## config.mk

```make
export PLATFORM = sky130hd
export DESIGN_NAME = hawk_decomp_manager
export DESIGN_NICKNAME = d
export VERILOG_FILES = /design/src/rtl/hawk_decomp_manager.sv
export SDC_FILE = /design/constraint.sdc
export NUM_CORES = 1
export LEC_CHECK = 0
export BUFFER_PORTS_ARGS = -buffer_cell sky130_fd_sc_hd__buf_2
export CAP_MARGIN = 20
export CORE_AREA = 2 2 513 515
export CTS_BUF_LIST = sky130_fd_sc_hd__clkbuf_8 sky130_fd_sc_hd__clkbuf_16
export CTS_CLUSTER_SIZE = 12
export DETAILED_ROUTE_END_ITERATION = 10
export DIE_AREA = 0 0 515 517
export GPL_TIMING_DRIVEN = 0
export HOLD_SLACK_MARGIN = 0.08
export PLACE_DENSITY = 0.3
export SKIP_CTS_REPAIR_TIMING = 1
export SYNTH_ARGS = -nofsm -noshare
export SYNTH_HDL_FRONTEND = slang
export SYNTH_SLANG_ARGS = --single-unit
```

## constraint.sdc

```tcl
create_clock -name clk_i -period 3.68 [get_ports clk_i]
set_input_delay 0.184 -clock clk_i [delete_from_list [all_inputs] [get_ports clk_i]]
set_output_delay 0.184 -clock clk_i [all_outputs]
set_load 0.02 [all_outputs]
```

## src/rtl/hawk_decomp_manager.sv

```systemverilog
// Decompression-path sequencer: header read, destination way handoff,
// compressed body stream into the read-data FIFO, completion pulse.
//
//   state       | meaning
//   IDLE        | waiting for decomp_trigger
//   HDR_REQ     | issue single-beat AR for the header
//   HDR_WAIT    | receive header beat, check size
//   SETUP       | flush FIFO, announce way, start decompressor
//   BODY_REQ    | issue AR burst for the compressed body
//   BODY_WAIT   | stream body beats, throttled by FIFO full
//   DECOMP_WAIT | wait for decompressor completion
//   DONE        | completion pulse
//   ERROR       | sticky bus/format error, drain R channel
module hawk_decomp_manager #(
  parameter int AXI_ADDR_WIDTH = 64,
  parameter int AXI_DATA_WIDTH = 512,
  parameter int PAGE_BYTES     = 4096
) (
  input  logic                      clk_i,
  input  logic                      rst_ni,
  input  logic                      decomp_trigger,
  input  logic [AXI_ADDR_WIDTH-1:0] decomp_cPage_byteStart,
  input  logic [AXI_ADDR_WIDTH-1:0] decomp_freeWay,
  input  logic                      arready,
  input  logic                      rvalid,
  input  logic                      rlast,
  input  logic [1:0]                rresp,
  input  logic [AXI_DATA_WIDTH-1:0] rdata,
  input  logic                      rdfifo_full,
  input  logic                      decomp_done,
  output logic [AXI_ADDR_WIDTH-1:0] araddr,
  output logic [7:0]                arlen,
  output logic                      arvalid,
  output logic                      rready,
  output logic [AXI_DATA_WIDTH-1:0] hdr_rdata,
  output logic                      decomp_rdm_reset,
  output logic                      decomp_start,
  output logic                      dc_pkt_valid,
  output logic [AXI_ADDR_WIDTH-1:0] dc_pkt_way,
  output logic                      decomp_mngr_done,
  output logic                      decomp_error,
  output logic [3:0]                state
);

  typedef enum logic [3:0] {
    IDLE        = 4'd0,
    HDR_REQ     = 4'd1,
    HDR_WAIT    = 4'd2,
    SETUP       = 4'd3,
    BODY_REQ    = 4'd4,
    BODY_WAIT   = 4'd5,
    DECOMP_WAIT = 4'd6,
    DONE        = 4'd7,
    ERROR       = 4'd8
  } state_e;

  localparam logic [13:0] CSIZE_MAX = 14'(PAGE_BYTES - 64);

  state_e                    state_q, state_d;
  logic [AXI_ADDR_WIDTH-1:0] cpage_q, cpage_d;
  logic [AXI_ADDR_WIDTH-1:0] way_q, way_d;
  logic [13:0]               csize_q, csize_d;
  logic                      done_lat_q, done_lat_d;
  logic [AXI_ADDR_WIDTH-1:0] araddr_d, pkt_way_d;
  logic [7:0]                arlen_d;
  logic                      arvalid_d, rready_d;
  logic [AXI_DATA_WIDTH-1:0] hdr_d;
  logic                      setup_d, mngr_done_d, error_d;
  logic                      r_acc;

  assign r_acc = rvalid & rready;
  assign state = state_q;

  always_comb begin
    state_d    = state_q;
    cpage_d    = cpage_q;
    way_d      = way_q;
    csize_d    = csize_q;
    done_lat_d = done_lat_q;
    araddr_d   = araddr;
    arlen_d    = arlen;
    // an issued AR stays up until the slave takes it
    arvalid_d  = arvalid & ~arready;
    hdr_d      = hdr_rdata;
    pkt_way_d  = dc_pkt_way;

    case (state_q)
      IDLE: begin
        done_lat_d = 1'b0;
        if (decomp_trigger) begin
          cpage_d = decomp_cPage_byteStart;
          way_d   = decomp_freeWay;
          state_d = HDR_REQ;
        end
      end
      HDR_REQ: begin
        if (arready && !arvalid) begin
          araddr_d  = cpage_q;
          arlen_d   = 8'd0;
          arvalid_d = 1'b1;
          state_d   = HDR_WAIT;
        end
      end
      HDR_WAIT: begin
        if (r_acc && rlast) begin
          if (rresp != 2'b00) begin
            state_d = ERROR;
          end else begin
            hdr_d   = rdata;
            csize_d = rdata[13:0];
            if (rdata[13:0] == 14'd0 || rdata[13:0] > CSIZE_MAX) state_d = ERROR;
            else                                                 state_d = SETUP;
          end
        end
      end
      SETUP: state_d = BODY_REQ;
      BODY_REQ: begin
        if (arready && !arvalid) begin
          araddr_d  = cpage_q + AXI_ADDR_WIDTH'(64);
          // ceil(csize/64)-1 == floor((csize-1)/64) for csize >= 1
          arlen_d   = 8'((csize_q - 14'd1) >> 6);
          arvalid_d = 1'b1;
          state_d   = BODY_WAIT;
        end
      end
      BODY_WAIT: begin
        if (decomp_done) done_lat_d = 1'b1;
        if (r_acc) begin
          if (rresp != 2'b00) state_d = ERROR;
          else if (rlast)     state_d = DECOMP_WAIT;
        end
      end
      DECOMP_WAIT: if (decomp_done || done_lat_q) state_d = DONE;
      DONE:        state_d = IDLE;
      ERROR:       state_d = ERROR;
      default:     state_d = IDLE;
    endcase

    setup_d     = (state_d == SETUP);
    mngr_done_d = (state_d == DONE);
    error_d     = (state_d == ERROR);
    if (setup_d) pkt_way_d = way_q;
    rready_d = (state_d == HDR_WAIT) || (state_d == ERROR) ||
               ((state_d == BODY_WAIT) && !rdfifo_full);
  end

  always_ff @(posedge clk_i or negedge rst_ni) begin
    if (!rst_ni) begin
      state_q          <= IDLE;
      cpage_q          <= '0;
      way_q            <= '0;
      csize_q          <= '0;
      done_lat_q       <= 1'b0;
      araddr           <= '0;
      arlen            <= '0;
      arvalid          <= 1'b0;
      rready           <= 1'b0;
      hdr_rdata        <= '0;
      decomp_rdm_reset <= 1'b0;
      decomp_start     <= 1'b0;
      dc_pkt_valid     <= 1'b0;
      dc_pkt_way       <= '0;
      decomp_mngr_done <= 1'b0;
      decomp_error     <= 1'b0;
    end else begin
      state_q          <= state_d;
      cpage_q          <= cpage_d;
      way_q            <= way_d;
      csize_q          <= csize_d;
      done_lat_q       <= done_lat_d;
      araddr           <= araddr_d;
      arlen            <= arlen_d;
      arvalid          <= arvalid_d;
      rready           <= rready_d;
      hdr_rdata        <= hdr_d;
      decomp_rdm_reset <= setup_d;
      decomp_start     <= setup_d;
      dc_pkt_valid     <= setup_d;
      dc_pkt_way       <= pkt_way_d;
      decomp_mngr_done <= mngr_done_d;
      decomp_error     <= error_d;
    end
  end

endmodule

```

* Word-level counts from Yosys, hierarchy flattened
Index checks and enable logic that the tools add are counted.
** Cells by class
- Bitwise gates (word level) :: 4
- Order comparisons :: 1
- Multiplexer cells :: 21
- Reduce and logical (&&, ||, !) cells :: 19
- Eq/ne operators :: 15
- Add/subtract/negate cells :: 2
** Operators by type and width (count)
- two-way mux 64 bit :: 2
- case mux 64 bit (2 select lines) :: 1
- adder 64 x 7 -> 64 bit (second input constant) :: 1
- two-way mux 4 bit :: 10
- case mux 4 bit (8 select lines) :: 1
- == test 4 x 3 -> 1 bit (second input constant) :: 5
- == test 4 x 2 -> 1 bit (second input constant) :: 4
- two-way mux 8 bit :: 2
- case mux 8 bit (2 select lines) :: 1
- > comparator 14 x 12 -> 1 bit (second input constant) :: 1
- zero test 14 bit :: 1
- subtractor 14 x 1 -> 14 bit (second input constant) :: 1
- == test 4 bit (second input constant) :: 2
- != test 2 bit (second input constant) :: 3
- AND reduction 3 bit :: 2
- nonzero test 2 bit :: 3
- == test 4 x 1 -> 1 bit (second input constant) :: 1
- zero test 4 bit :: 1
- logical OR 1 bit :: 4
- AND reduction 2 bit :: 2
- logical AND 1 bit :: 3
- two-way mux 1 bit :: 3
- AND 1 bit :: 2
- zero test 1 bit :: 2
- other kinds (3) :: 4
** Word-level totals
- Bits in registers :: 800
- Output and inout bits :: 659
- Logic and storage cells :: 76
- Input bits :: 650

* Longest topological paths before layout
- Depth in word-level cells :: 9
- Gate-level depth with buffers :: 9
- Gate-level depth less buffers :: 7

* Least setup slack after synthesis
OpenSTA, ideal clock, no wires.
- Path type :: flip-flop to flip-flop
- Start :: register state_q[0] (netlist: state[0])
- End :: register hdr_rdata[0]
- Stages on the path, launching flop included :: 9
- Slack :: 1.394 ns
- Required time :: 3.555 ns
- Arrival :: 2.161 ns
- Library setup time :: 0.125 ns
- Path buffers :: 4
- Clock period less this slack :: 2.286 ns
- Path through :: dfrtp_1 -> clkbuf_1 -> and2b_1 -> nand3_1 -> or3_1 -> buf_2 -> clkbuf_1 -> buf_2 -> mux2_2
** Between the ends
- Longest elaborated chain between the ends :: 2
** RTL lines
- from (decl) :: RTL line 59 : state_e state_q, state_d;
- from (signal assigned) :: RTL line 166 : state_q <= state_d;
- == test 4 x 2 -> 1 bit :: RTL line 87 : case (state_q)
- AND reduction 3 bit (no line)
- to (signal assigned) :: RTL line 175 : hdr_rdata <= hdr_d;
- to (decl) :: RTL line 35 : output logic [AXI_DATA_WIDTH-1:0] hdr_rdata,
Every way passes these cells.
A chain may end at the register's enable or synchronous reset.

* Worst setup path after layout
- Start :: register state_q[0] (netlist: state[0])
- End :: register hdr_rdata[374]
The elaborated chain is that of the path after synthesis.

==> results.sh <==
export IMPL_regToRegStartpoint="state[0]$_DFF_PN0_"
export IMPL_crit_type="reg2reg"
export IMPL_drc=0
export IMPL_worst_ep_required_time_ns=4.29
export IMPL_maxSlewViolCount=0
export IMPL_placement_io_buffers=1308
export IMPL_synth_warning_count=0
export IMPL_drt_iter0_markers=1135
export IMPL_relSlewSlack_pct=29.52
export IMPL_fin_crit_sh_pct=93.66
export IMPL_clockBufferDepth=3
export IMPL_ios=1309
export IMPL_drive_gt1_share_pct=53.68
export IMPL_die_area_um2=266300
export IMPL_crit_path_max_fanout=10
export IMPL_synth_top_area_share_pct=63.86
export IMPL_synth_area_leaders="dfrtp_1, mux2_2, nand2_1"
export IMPL_reg2reg_to="hdr_rdata[374]$_DFFE_PN0P_"
export IMPL_clk_latency_ns=0.78
export IMPL_initial_core_util_pct=11.80
export IMPL_vdd_drop_max_mv=0.3718
export IMPL_grt_start_max_net_pins=101
export IMPL_ant_nets=0
export IMPL_syn_area_um2=30800
export IMPL_die_h_um=517
export IMPL_fin_skew_ns=0.07250
export IMPL_hold_viol=0
export IMPL_outcome="complete, no violations"
export IMPL_dr_pass1_iters=5
export IMPL_p_sw_mw=10.15
export IMPL_synth_edf_count=0
export IMPL_grt_overflow_total=0
export IMPL_vias=26170
export IMPL_synth_area_per_cell_um2=14.92
export IMPL_htreeDepth=3
export IMPL_p_sw_share_pct=34.06
export IMPL_total_power_mw=29.79
export IMPL_ys_ff_latch=786
export IMPL_min_delay_start="rvalid"
export IMPL_hold_end="state[1]$_DFF_PN0_"
export IMPL_numCtsBuffers=106
export IMPL_leakagePower_nw=26.64
export IMPL_clock_power_share_pct=36.4
export IMPL_r2r_slack_ns=0.23
export IMPL_maxCapViolations=0
export IMPL_rsz0062_at_grt="false"
export IMPL_p_comb_share_pct=24.7
export IMPL_synth_distinct_cells=50
export IMPL_ys_flop_type="dfrtp_1"
export IMPL_fmax_mhz=290.1
export IMPL_hpwl_mm=151.8
export IMPL_rows=188
export IMPL_place_area_um2=41950
export IMPL_finalInstanceArea_um2=52250
export IMPL_die_w_um=515
export IMPL_synthesis_instances=2065
export IMPL_finalCriticalPeriod_ns=3.447
export IMPL_synth_most_common_cell="dfrtp_1"
export IMPL_avgRoutedWirePerCell_um=23.82
export IMPL_worstPathArrival_ns=4.06
export IMPL_grt_use_total_pct=13.14
export IMPL_powerDensity_nw_per_um2=570.1
export IMPL_routed_wl_mm=183.2
export IMPL_reg2reg_depth=8
export IMPL_hp_class="in2reg"
export IMPL_nets=4800
export IMPL_grt_pass1_wl_mm=236.2
export IMPL_grt_pass1_vias=24780
export IMPL_whs_path_depth=4
export IMPL_coreArea_um2=261100
export IMPL_synthToLayoutAreaGrowth_pct=69.65
export IMPL_critPathCaptureType="flip-flop"
export IMPL_clock_sinks=786
export IMPL_gp_congestion=0.8046
export IMPL_cts_tree="done"
export IMPL_root_buffer="clkbuf_16"
export IMPL_tightest_slew_ns=1.057
export IMPL_intPower_mw=19.64
export IMPL_synth_common_cells="dfrtp_1, mux2_2, nand2_1, buf_2, nor2_1"
export IMPL_yosysSeqAreaShare_pct=63.86
export IMPL_via_per_inst=3.404
export IMPL_path_clk_slew_ns=0.06
export IMPL_async_flop_share_pct=100.0
export IMPL_startpoint_type="flip-flop"
export IMPL_yosysTopAreaCell="dfrtp_1"
export IMPL_antenna_found_initial=134
export IMPL_synthesis_nets=2718
export IMPL_power_frac_seq_pct=38.9
export IMPL_setup_viol=0
[routing by layer]
metal  wire [um]  GRT usage (%)
met1       77130          15.58
met2       86090          21.42
met3       15150          6.046
met4        4437          3.184
met5         390              0
[cells in the final DEF (no fill, tap or decap), types with 3 or more instances in the layout]
cell,netlist,routed
nand3b_1,6,6
nand4_1,25,25
clkinv_2,0,13
or4_1,21,21
nor4_1,9,9
clkinv_16,0,5
buf_16,0,12
mux2i_1,6,6
or3_1,12,12
clkbuf_16,0,106
nor2_1,47,47
nor3_1,8,8
xor2_1,17,17
a31oi_1,27,27
nand2_1,102,102
clkbuf_8,0,25
and3_1,22,22
o21ai_0,44,44
clkbuf_2,0,3
and2_1,6,6
dlygate4sd3_1,0,650
nor3b_1,3,3
clkbuf_1,35,32
dfrtp_1,786,786
nand3_1,36,36
mux2_2,704,704
xnor2_1,11,11
buf_2,65,1374
ha_1,3,3
inv_1,6,35
o31ai_1,15,15
and4_1,10,10
bufinv_16,0,8
buf_1,6,6
nand2b_1,4,4
diode_2,0,39
o211ai_1,3,3
[kinds of logic after synthesis]
logic type	share of synthesized area, %
and+or+nand+nor	5.557
buffers and inverters	1.678
muxes	25.93
DFF	63.86
xor gates and xnor gates	0.7962
AOI/OAI and AO/OA	2.052
adders and majority gates	0.1219
[through the flow]
stage | setup slack [ns] | TNS (ns) | std cells | util, % | hold slack (ns)
6_report | 0.2334 | 0 | 7690 | 20.01 | 0.1011
5_1_grt | 0.005062 | 0 | 7670 | 19.99 | 0.08806
4_1_cts | -0.1024 | -2.826 | 6998 | 17.46 | -0.8637
3_5_place_dp | -0.1025 | -4.534 | 6806 | 16.07 | 0.02398
3_3_place_gp | -17.70 | - | 6793 | 15.94 | 0.4160
2_1_floorplan | 1.394 | 0 | 2065 | - | -0.1116
[power by group through the flow]
stage                     logic (mW)  registers, mW  clock network (mW)
after detailed placement        6.90           11.7                   0
final                           7.36           11.6                10.8
after CTS                       6.92           11.6                11.4
after floorplan                 2.67           12.3                   0
after global placement          6.80           11.7                   0
after global routing            8.02           11.8                11.6
[area by class of cell]
class                      count  area, um2
fill                       28710     208800
sequential                   786      19670
timing repair buffer        1974      13440
multi-input combinational   1165      10610
tap                         3420       4279
clock buffer                 131       2997
clock inverter                61      636.9
buffer                       108      498.0
antenna                       39      97.59
inverter                       6      22.52
[critical path, stage by stage, from the launching register on]
cell and delay [ns]:
dfrtp_1 0.35, clkbuf_1 0.35, and2b_1 0.29, nand3_1 0.18, or3_1 0.13, buf_2 0.47, clkbuf_1 0.69, buf_2 0.44
mux2_2 0.38
[registers in the layout, summed over array words and instances (netlist names)]
| signal | count |
|---|---|
| dc_pkt_way | 64 |
| araddr | 64 |
| rready | 1 |
| decomp_mngr_done | 1 |
| decomp_error | 1 |
| way_q | 64 |
| hdr_rdata | 512 |
| state | 4 |
| cpage_q | 64 |
| arvalid | 1 |
| arlen | 8 |
| dc_pkt_valid | 1 |
| done_lat_q | 1 |
[worst max path at each step]
stage	from	to	slack, ns	cells after the start
3_3_place_gp	rst_ni	hdr_rdata[17]$_DFFE_PN0P_	-17.70	1
6_report	state[0]$_DFF_PN0_	hdr_rdata[374]$_DFFE_PN0P_	0.23	8
2_1_floorplan	state[0]$_DFF_PN0_	hdr_rdata[0]$_DFFE_PN0P_	1.39	8
3_5_place_dp	state[0]$_DFF_PN0_	hdr_rdata[287]$_DFFE_PN0P_	-0.10	8
4_1_cts	state[0]$_DFF_PN0_	hdr_rdata[285]$_DFFE_PN0P_	-0.10	8
5_1_grt	state[0]$_DFF_PN0_	hdr_rdata[147]$_DFFE_PN0P_	0.005	8
No activity file was read; power rests on OpenSTA's default activity.
